[src/rtl/rs_232_rx_param.sv]
// rs_232_rx_param: parametrised RS-232 receiver with mid-bit sampling, start-glitch rejection and a FWFT receive FIFO.
// Latency: push on the last stop sample (t0 + HALF + (DATA_BITS+P+STOP_BITS)*CPB); head/flags visible the cycle after.
// Backpressure: none toward the line; a byte finishing while the FIFO is full and not being popped is dropped and sets overrun.
//
// Ports:
//   clk, rst_n          system clock, asynchronous active-low reset
//   rs_232              serial line (idle high, LSB first), synchronized internally
//   rd_en               pop the FIFO head (ignored when empty)
//   ovr_clr             clear the sticky overrun flag (a same-cycle set wins)
//   q, data_ready       FIFO head data (0 when empty), FIFO not empty
//   frame_err           framing-error flag of the head entry
//   parity_err          parity-error flag of the head entry
//   overrun             sticky: a completed byte was dropped because the FIFO was full
module rs_232_rx_param #(
  parameter int CLK_HZ     = 50_000_000,
  parameter int BAUD       = 115200,
  parameter int DATA_BITS  = 8,
  parameter int PARITY     = 0,
  parameter int STOP_BITS  = 1,
  parameter int FIFO_DEPTH = 4
) (
  input  logic                 clk,
  input  logic                 rst_n,
  input  logic                 rs_232,
  input  logic                 rd_en,
  input  logic                 ovr_clr,
  output logic [DATA_BITS-1:0] q,
  output logic                 data_ready,
  output logic                 frame_err,
  output logic                 parity_err,
  output logic                 overrun
);

  localparam int CPB  = CLK_HZ / BAUD;
  localparam int HALF = CPB / 2;
  localparam int CW   = $clog2(CPB);
  localparam int FW   = DATA_BITS + 2;        // {data, frame_err, parity_err}
  localparam int AW   = $clog2(FIFO_DEPTH);

  typedef enum logic [2:0] {S_IDLE, S_START, S_DATA, S_PARITY, S_STOP} state_t;

  // ---------------- synchronizer ----------------
  // Both stages reset high so reset release looks like an idle line.
  logic sync_ff1, rx_s;

  always_ff @(posedge clk or negedge rst_n) begin
    if (!rst_n) begin
      sync_ff1 <= 1'b1;
      rx_s     <= 1'b1;
    end else begin
      sync_ff1 <= rs_232;
      rx_s     <= sync_ff1;
    end
  end

  // ---------------- receive FSM ----------------
  state_t               state;
  logic [CW-1:0]        baud_cnt;
  logic [3:0]           bit_cnt;
  logic [DATA_BITS-1:0] shreg;
  logic                 ferr_r;
  logic                 perr_r;
  // armed: the line has been seen high since the last start; a start needs a
  // high-to-low transition, so a line held low after reset never starts a frame.
  logic                 armed;

  logic baud_done, last_stop, ferr_now;

  assign baud_done = (baud_cnt == CW'(CPB - 1));
  assign last_stop = (state == S_STOP) && baud_done && (bit_cnt == 4'(STOP_BITS - 1));
  assign ferr_now  = ferr_r | ~rx_s;

  always_ff @(posedge clk or negedge rst_n) begin
    if (!rst_n) begin
      state    <= S_IDLE;
      baud_cnt <= '0;
      bit_cnt  <= '0;
      shreg    <= '0;
      ferr_r   <= 1'b0;
      perr_r   <= 1'b0;
      armed    <= 1'b0;
    end else begin
      baud_cnt <= baud_cnt + 1'b1;
      case (state)
        S_IDLE: begin
          baud_cnt <= '0;
          bit_cnt  <= '0;
          ferr_r   <= 1'b0;
          perr_r   <= 1'b0;
          if (rx_s) begin
            armed <= 1'b1;
          end else if (armed) begin
            armed <= 1'b0;
            state <= S_START;
          end
        end
        S_START: begin
          if (baud_cnt == CW'(HALF - 1)) begin
            baud_cnt <= '0;
            if (rx_s) begin
              // Line back high at mid start bit: glitch, drop it.
              state <= S_IDLE;
              armed <= 1'b1;
            end else begin
              state <= S_DATA;
            end
          end
        end
        S_DATA: begin
          if (baud_done) begin
            baud_cnt <= '0;
            shreg    <= {rx_s, shreg[DATA_BITS-1:1]};
            if (bit_cnt == 4'(DATA_BITS - 1)) begin
              bit_cnt <= '0;
              state   <= (PARITY != 0) ? S_PARITY : S_STOP;
            end else begin
              bit_cnt <= bit_cnt + 1'b1;
            end
          end
        end
        S_PARITY: begin
          if (baud_done) begin
            baud_cnt <= '0;
            state    <= S_STOP;
            perr_r   <= (PARITY == 1) ? ~(^{shreg, rx_s}) : (^{shreg, rx_s});
          end
        end
        S_STOP: begin
          if (baud_done) begin
            baud_cnt <= '0;
            ferr_r   <= ferr_now;
            if (last_stop) begin
              // Byte is pushed this cycle; a high stop sample arms the next start.
              state   <= S_IDLE;
              bit_cnt <= '0;
              armed   <= rx_s;
            end else begin
              bit_cnt <= bit_cnt + 1'b1;
            end
          end
        end
        default: state <= S_IDLE;
      endcase
    end
  end

  // ---------------- receive FIFO (first-word fall-through) ----------------
  logic [FW-1:0] mem [FIFO_DEPTH];
  logic [AW-1:0] wr_ptr, rd_ptr;
  logic [AW:0]   count;
  logic          fifo_full, do_pop, do_push, drop;
  logic [FW-1:0] push_dat, head_dat;

  assign push_dat  = {shreg, ferr_now, perr_r};
  assign fifo_full = (count == (AW+1)'(FIFO_DEPTH));
  assign do_pop    = rd_en && (count != '0);
  // A pop in the same cycle frees a slot, so a full FIFO can still accept.
  assign do_push   = last_stop && (!fifo_full || do_pop);
  assign drop      = last_stop && !do_push;

  always_ff @(posedge clk) begin
    if (do_push) mem[wr_ptr] <= push_dat;
  end

  always_ff @(posedge clk or negedge rst_n) begin
    if (!rst_n) begin
      wr_ptr  <= '0;
      rd_ptr  <= '0;
      count   <= '0;
      overrun <= 1'b0;
    end else begin
      if (do_push) wr_ptr <= wr_ptr + 1'b1;
      if (do_pop)  rd_ptr <= rd_ptr + 1'b1;
      case ({do_push, do_pop})
        2'b10:   count <= count + 1'b1;
        2'b01:   count <= count - 1'b1;
        default: count <= count;
      endcase
      if (drop)         overrun <= 1'b1;
      else if (ovr_clr) overrun <= 1'b0;
    end
  end

  assign head_dat   = mem[rd_ptr];
  assign data_ready = (count != '0);
  assign q          = data_ready ? head_dat[FW-1:2] : '0;
  assign frame_err  = data_ready & head_dat[1];
  assign parity_err = data_ready & head_dat[0];

endmodule
[config.mk]
export PLATFORM = sky130hd
export DESIGN_NAME = rs_232_rx_param
export DESIGN_NICKNAME = d
export VERILOG_FILES = /design/src/rtl/rs_232_rx_param.sv
export SDC_FILE = /design/constraint.sdc
export NUM_CORES = 1
export LEC_CHECK = 0
export ABC_AREA = 1
export CORE_MARGIN = 5
export CORE_UTILIZATION = 65
export CTS_BUF_LIST = sky130_fd_sc_hd__clkbuf_4 sky130_fd_sc_hd__clkbuf_8
export CTS_CLUSTER_SIZE = 8
export DETAILED_ROUTE_END_ITERATION = 7
export PLACE_DENSITY_LB_ADDON = 0.12
export SLEW_MARGIN = 10
export SYNTH_ARGS = -nofsm -noshare
export SYNTH_HDL_FRONTEND = slang
export SYNTH_SLANG_ARGS = --single-unit
[constraint.sdc]
create_clock -name clk -period 4.7 [get_ports clk]
set_input_delay 0.94 -clock clk [delete_from_list [all_inputs] [get_ports clk]]
set_output_delay 0.94 -clock clk [all_outputs]
set_load 0.02 [all_outputs]
==> results.txt <==
The run finished with clean final reports. The number of antenna violations at the first check in global routing is 0. The first TritonRoute pass finished after 4 iterations. The count of yosys warnings during synthesis came out at 0. The signal arrival time at the worst endpoint is 2.50 ns. The slew at the pin closest to its max-slew limit came out at 0.9842 ns.

Registers take roughly 0.0021 sq mm. For this block, the routed nets add up to 6379 um of wire. The horizontal die dimension came out at between 80 and 90 um. The post-route cell area came out at 0.004083 sq mm. The total overflow reported by the global router came out at 0. The count of nets left with antenna violations after detail routing is 0. In this run, synthesis produced a sequential element count of 77.

The count of vias placed by the detailed router came out at about 2600. The internal power of the cells totals between 1000 and 1500 uW. The diode insertion count for antenna repair is 0. Summing all multi-input logic gate instances after layout gives 0.001343 sq mm. The global-route total usage across every layer is 0.1912.

Hold is met by between 0.3 and 0.4 ns. Setup repair after global routing left no endpoint under its margin. The worst path in the final design needs a cycle of 3.443 ns, including I/O delays and setup. The share of total power in sequential cells came out at 0.511. The number of gates resized after CTS came out at 0. The worst slack at placement came out at between 1.5 and 2 ns. The combined area of all synthesized cells is between 0.003 and 0.004 sq mm. The die covers 0.007251 sq mm. Entering global routing, the biggest net connects 38 pins. The part of the cycle the worst path needs came out at 0.7325. The number of nets in the layout is 417. The final hold violation count is 0. The number of buffers inserted during clock tree synthesis is 9.

The switching power summed over all nets is 442.8 uW. STA classifies the critical path endpoint as a primary output. The via-per-instance ratio is 5.355. The number of H-tree levels came out at 3.

The root cell of the clock tree is sky130_fd_sc_hd__clkbuf_8. The initial detailed-routing violation count came out at 198. The via count of the first global-routing pass came out at 2374.

Routability-driven placement finished with a final weighted congestion of 0.8172. In this run the standard cell core region covers approximately 0.0055 sq mm. The number of sinks handled by clock tree synthesis is 77.

The number of I/O port buffers is 16. The analysis attributes to cell leakage a power of 0.001900 uW. The number of top-level design ports is 17. Synthesis produced a netlist with a net count of about 400.

The clock group share of total power came out at 0.327. In the final routed layout, each cell accounts on average for around 13 um. The number of max-slew violations in the final report came out at 0.

The clock latency on the worst-skew pair is 0.34 ns. The number of maximum-capacitance constraint violations came out at 0. The type of the worst setup path is reg -> out. TritonCTS built the clock tree. The gate count after technology mapping is 381. The highest ir drop seen on vdd came out at 383.5 uV. The final standard cell utilization of the core came out at 0.7414. At the worst endpoint, the required time is 3.76 ns.

The clock passes through at most 2 buffers. The clock slew at the register clock pins of the worst setup and hold paths is ~0.09 ns. Static timing analysis puts the maximum clock frequency at 290.5 MHz. The clock skew after layout came out at 0.01169 ns. The tightest slew margin relative to the limit came out at 0.3414.

The number of fillers in the final layout is around 360. In this run the worst path has a maximum fanout of 22. The share of final-layout standard cells stronger than drive strength 1 came out at 0.09337. The total number of placement rows came out at 27. The number of design rule violations left after detail routing came out at 0. The starting density of the core came out at 0.6667.

The total power per unit cell area came out at 367.6 mW/mm^2. The number of hold buffers added after CTS is 0. The sequential fraction of the synthesis area came out at 0.5801. The HPWL after detailed placement is ~4300 um. The share of total power dissipated in combinational logic is 0.162. Once placement finished, the instance area stood at approximately 0.0039 sq mm. In this run the post-CTS setup repair buffer count came out at 0. The area overhead of the layout relative to synthesis came out at 11.21%. The number of unique standard cell types used by synthesis came out at 36. The global-route wire length before repair came out at 10740 um. The path class of the tightest hold or removal check is reg -> reg. Of the total power, the share spent switching nets is 0.2950. The worst setup path is launched from a flop. In the post-route analysis, the smallest setup slack over all paths is 1.257 ns. A synthesized cell averages 9.635 sq um. Setup violations remaining at the end of the flow were counted as 0. The height of the die came out at around 85 um. The final-layout setup total negative slack is 0 ns.
[power groups by stage]
stage          clock network [uW]  registers (uW)  logic [uW]
6_report                      490             767         243
5_1_grt                       528             772         282
4_1_cts                       500             767         244
3_5_place_dp                    0             781         242
3_3_place_gp                    0             779         238
2_1_floorplan                   0             774         190
[routing by layer]
metal / global-route usage / share of wire / vias up
met2: 0.3037 / 0.48 / 68
met3: 0.04466 / 0.046 / 7
met1: 0.2502 / 0.46 / 1200
li1: - / - / 1290
met4: 0.08777 / 0.016 / 0
met5: 0 / 0 / -
[synthesized netlist by cell type (all sizes together)]
| cell type | number | area share |
|---|---|---|
| a21oi | 16 | 0.022 |
| a31oi | 1 | 0.0017 |
| and2 | 1 | 0.0017 |
| buf | 2 | 0.0041 |
| clkbuf | 4 | 0.0041 |
| clkinv | 2 | 0.0020 |
| dfrtp | 35 | 0.24 |
| dfstp | 2 | 0.014 |
| edfxtp | 40 | 0.33 |
| fa | 1 | 0.0055 |
| ha | 9 | 0.031 |
| inv | 43 | 0.044 |
| mux2 | 6 | 0.025 |
| nand2 | 80 | 0.086 |
| nand3 | 20 | 0.031 |
| nand3b | 2 | 0.0041 |
| nand4 | 5 | 0.0085 |
| nor2 | 62 | 0.066 |
| nor3 | 1 | 0.0014 |
| nor3b | 1 | 0.0020 |
| nor4 | 1 | 0.0017 |
| o211ai | 1 | 0.0020 |
| o21ai | 30 | 0.041 |
| o21bai | 1 | 0.0020 |
| o22ai | 1 | 0.0017 |
| or2 | 2 | 0.0034 |
| xnor2 | 4 | 0.0095 |
| xor2 | 8 | 0.019 |
[layout make-up]
class / count / area share
Sequential cell: 77 / 0.5216
Multi-Input combinational cell: 253 / 0.3288
Tap cell: 72 / 0.02207
Timing Repair Buffer: 16 / 0.03800
Inverter: 45 / 0.04137
Clock buffer: 9 / 0.03034
Clock inverter: 7 / 0.01778
[layout by cell type (no fill, tap or decap), drive strengths merged, types with 5 or more instances in the layout]
| cell type | netlist | layout |
|---|---|---|
| a21oi | 16 | 16 |
| clkbuf | 4 | 9 |
| clkdlybuf4s50 | 0 | 15 |
| clkinv | 2 | 5 |
| dfrtp | 35 | 35 |
| edfxtp | 40 | 40 |
| ha | 9 | 9 |
| inv | 43 | 45 |
| mux2 | 6 | 6 |
| nand2 | 80 | 80 |
| nand3 | 20 | 20 |
| nand4 | 5 | 5 |
| nor2 | 62 | 62 |
| o21ai | 30 | 30 |
| xor2 | 8 | 8 |
[path summary, 6_finish.rpt]
| kind | slack (ns) | cells after the start | endpoint | startpoint |
|---|---|---|---|---|
| max reg2reg | 2.08 | 5 | mem[3][9]$_DFFE_PP_ | bit_cnt[0]$_DFFE_PN0P_ |
| min reg2reg | 0.36 | 0 | rx_s$_DFF_PN1_ | sync_ff1$_DFF_PN1_ |
| max | 1.26 | 4 | parity_err | rd_ptr[0]$_DFFE_PN0P_ |
| min in group asynchronous | 0.69 | 1 | bit_cnt[1]$_DFFE_PN0P_ | rst_n |
| max in group asynchronous | 3.48 | 1 | rd_ptr[1]$_DFFE_PN0P_ | rst_n |
| min | 0.36 | 0 | rx_s$_DFF_PN1_ | sync_ff1$_DFF_PN1_ |
[kinds of logic (layout without fill, tap and decap cells)]
| family | after synthesis | count (layout) | share of synthesized area |
|---|---|---|---|
| DFF | 77 | 77 | 0.5801 |
| and+or+nand+nor | 175 | 175 | 0.2062 |
| buffers and inverters | 51 | 77 | 0.05419 |
| adders and majority gates | 10 | 10 | 0.03613 |
| AOI/OAI and AO/OA | 50 | 50 | 0.07021 |
| xor gates and xnor gates | 12 | 12 | 0.02863 |
| muxes | 6 | 6 | 0.02454 |
[critical path, stage by stage, from the launching register on]
cell and delay (ns):
sky130_fd_sc_hd__dfrtp_1 0.78, sky130_fd_sc_hd__inv_1 0.45, sky130_fd_sc_hd__o21ai_0 0.29, sky130_fd_sc_hd__a21oi_1 0.09
sky130_fd_sc_hd__clkdlybuf4s50_1 0.55
[metrics by stage]
step	total power, uW	cells
CTS	1511	479
global placement	1017	463
floorplan	963.4	381
finish	1501	479
global route	1582	479
detailed placement	1023	463
[flip-flops by register name (all words and copies together), names as in the netlist]
register	count
count	3
bit_cnt	4
ferr_r	1
wr_ptr	2
rx_s	1
rd_ptr	2
overrun	1
state	3
shreg	8
armed	1
mem	40
sync_ff1	1
baud_cnt	9
perr_r	1
No activity file was read; power rests on OpenSTA's default activity.
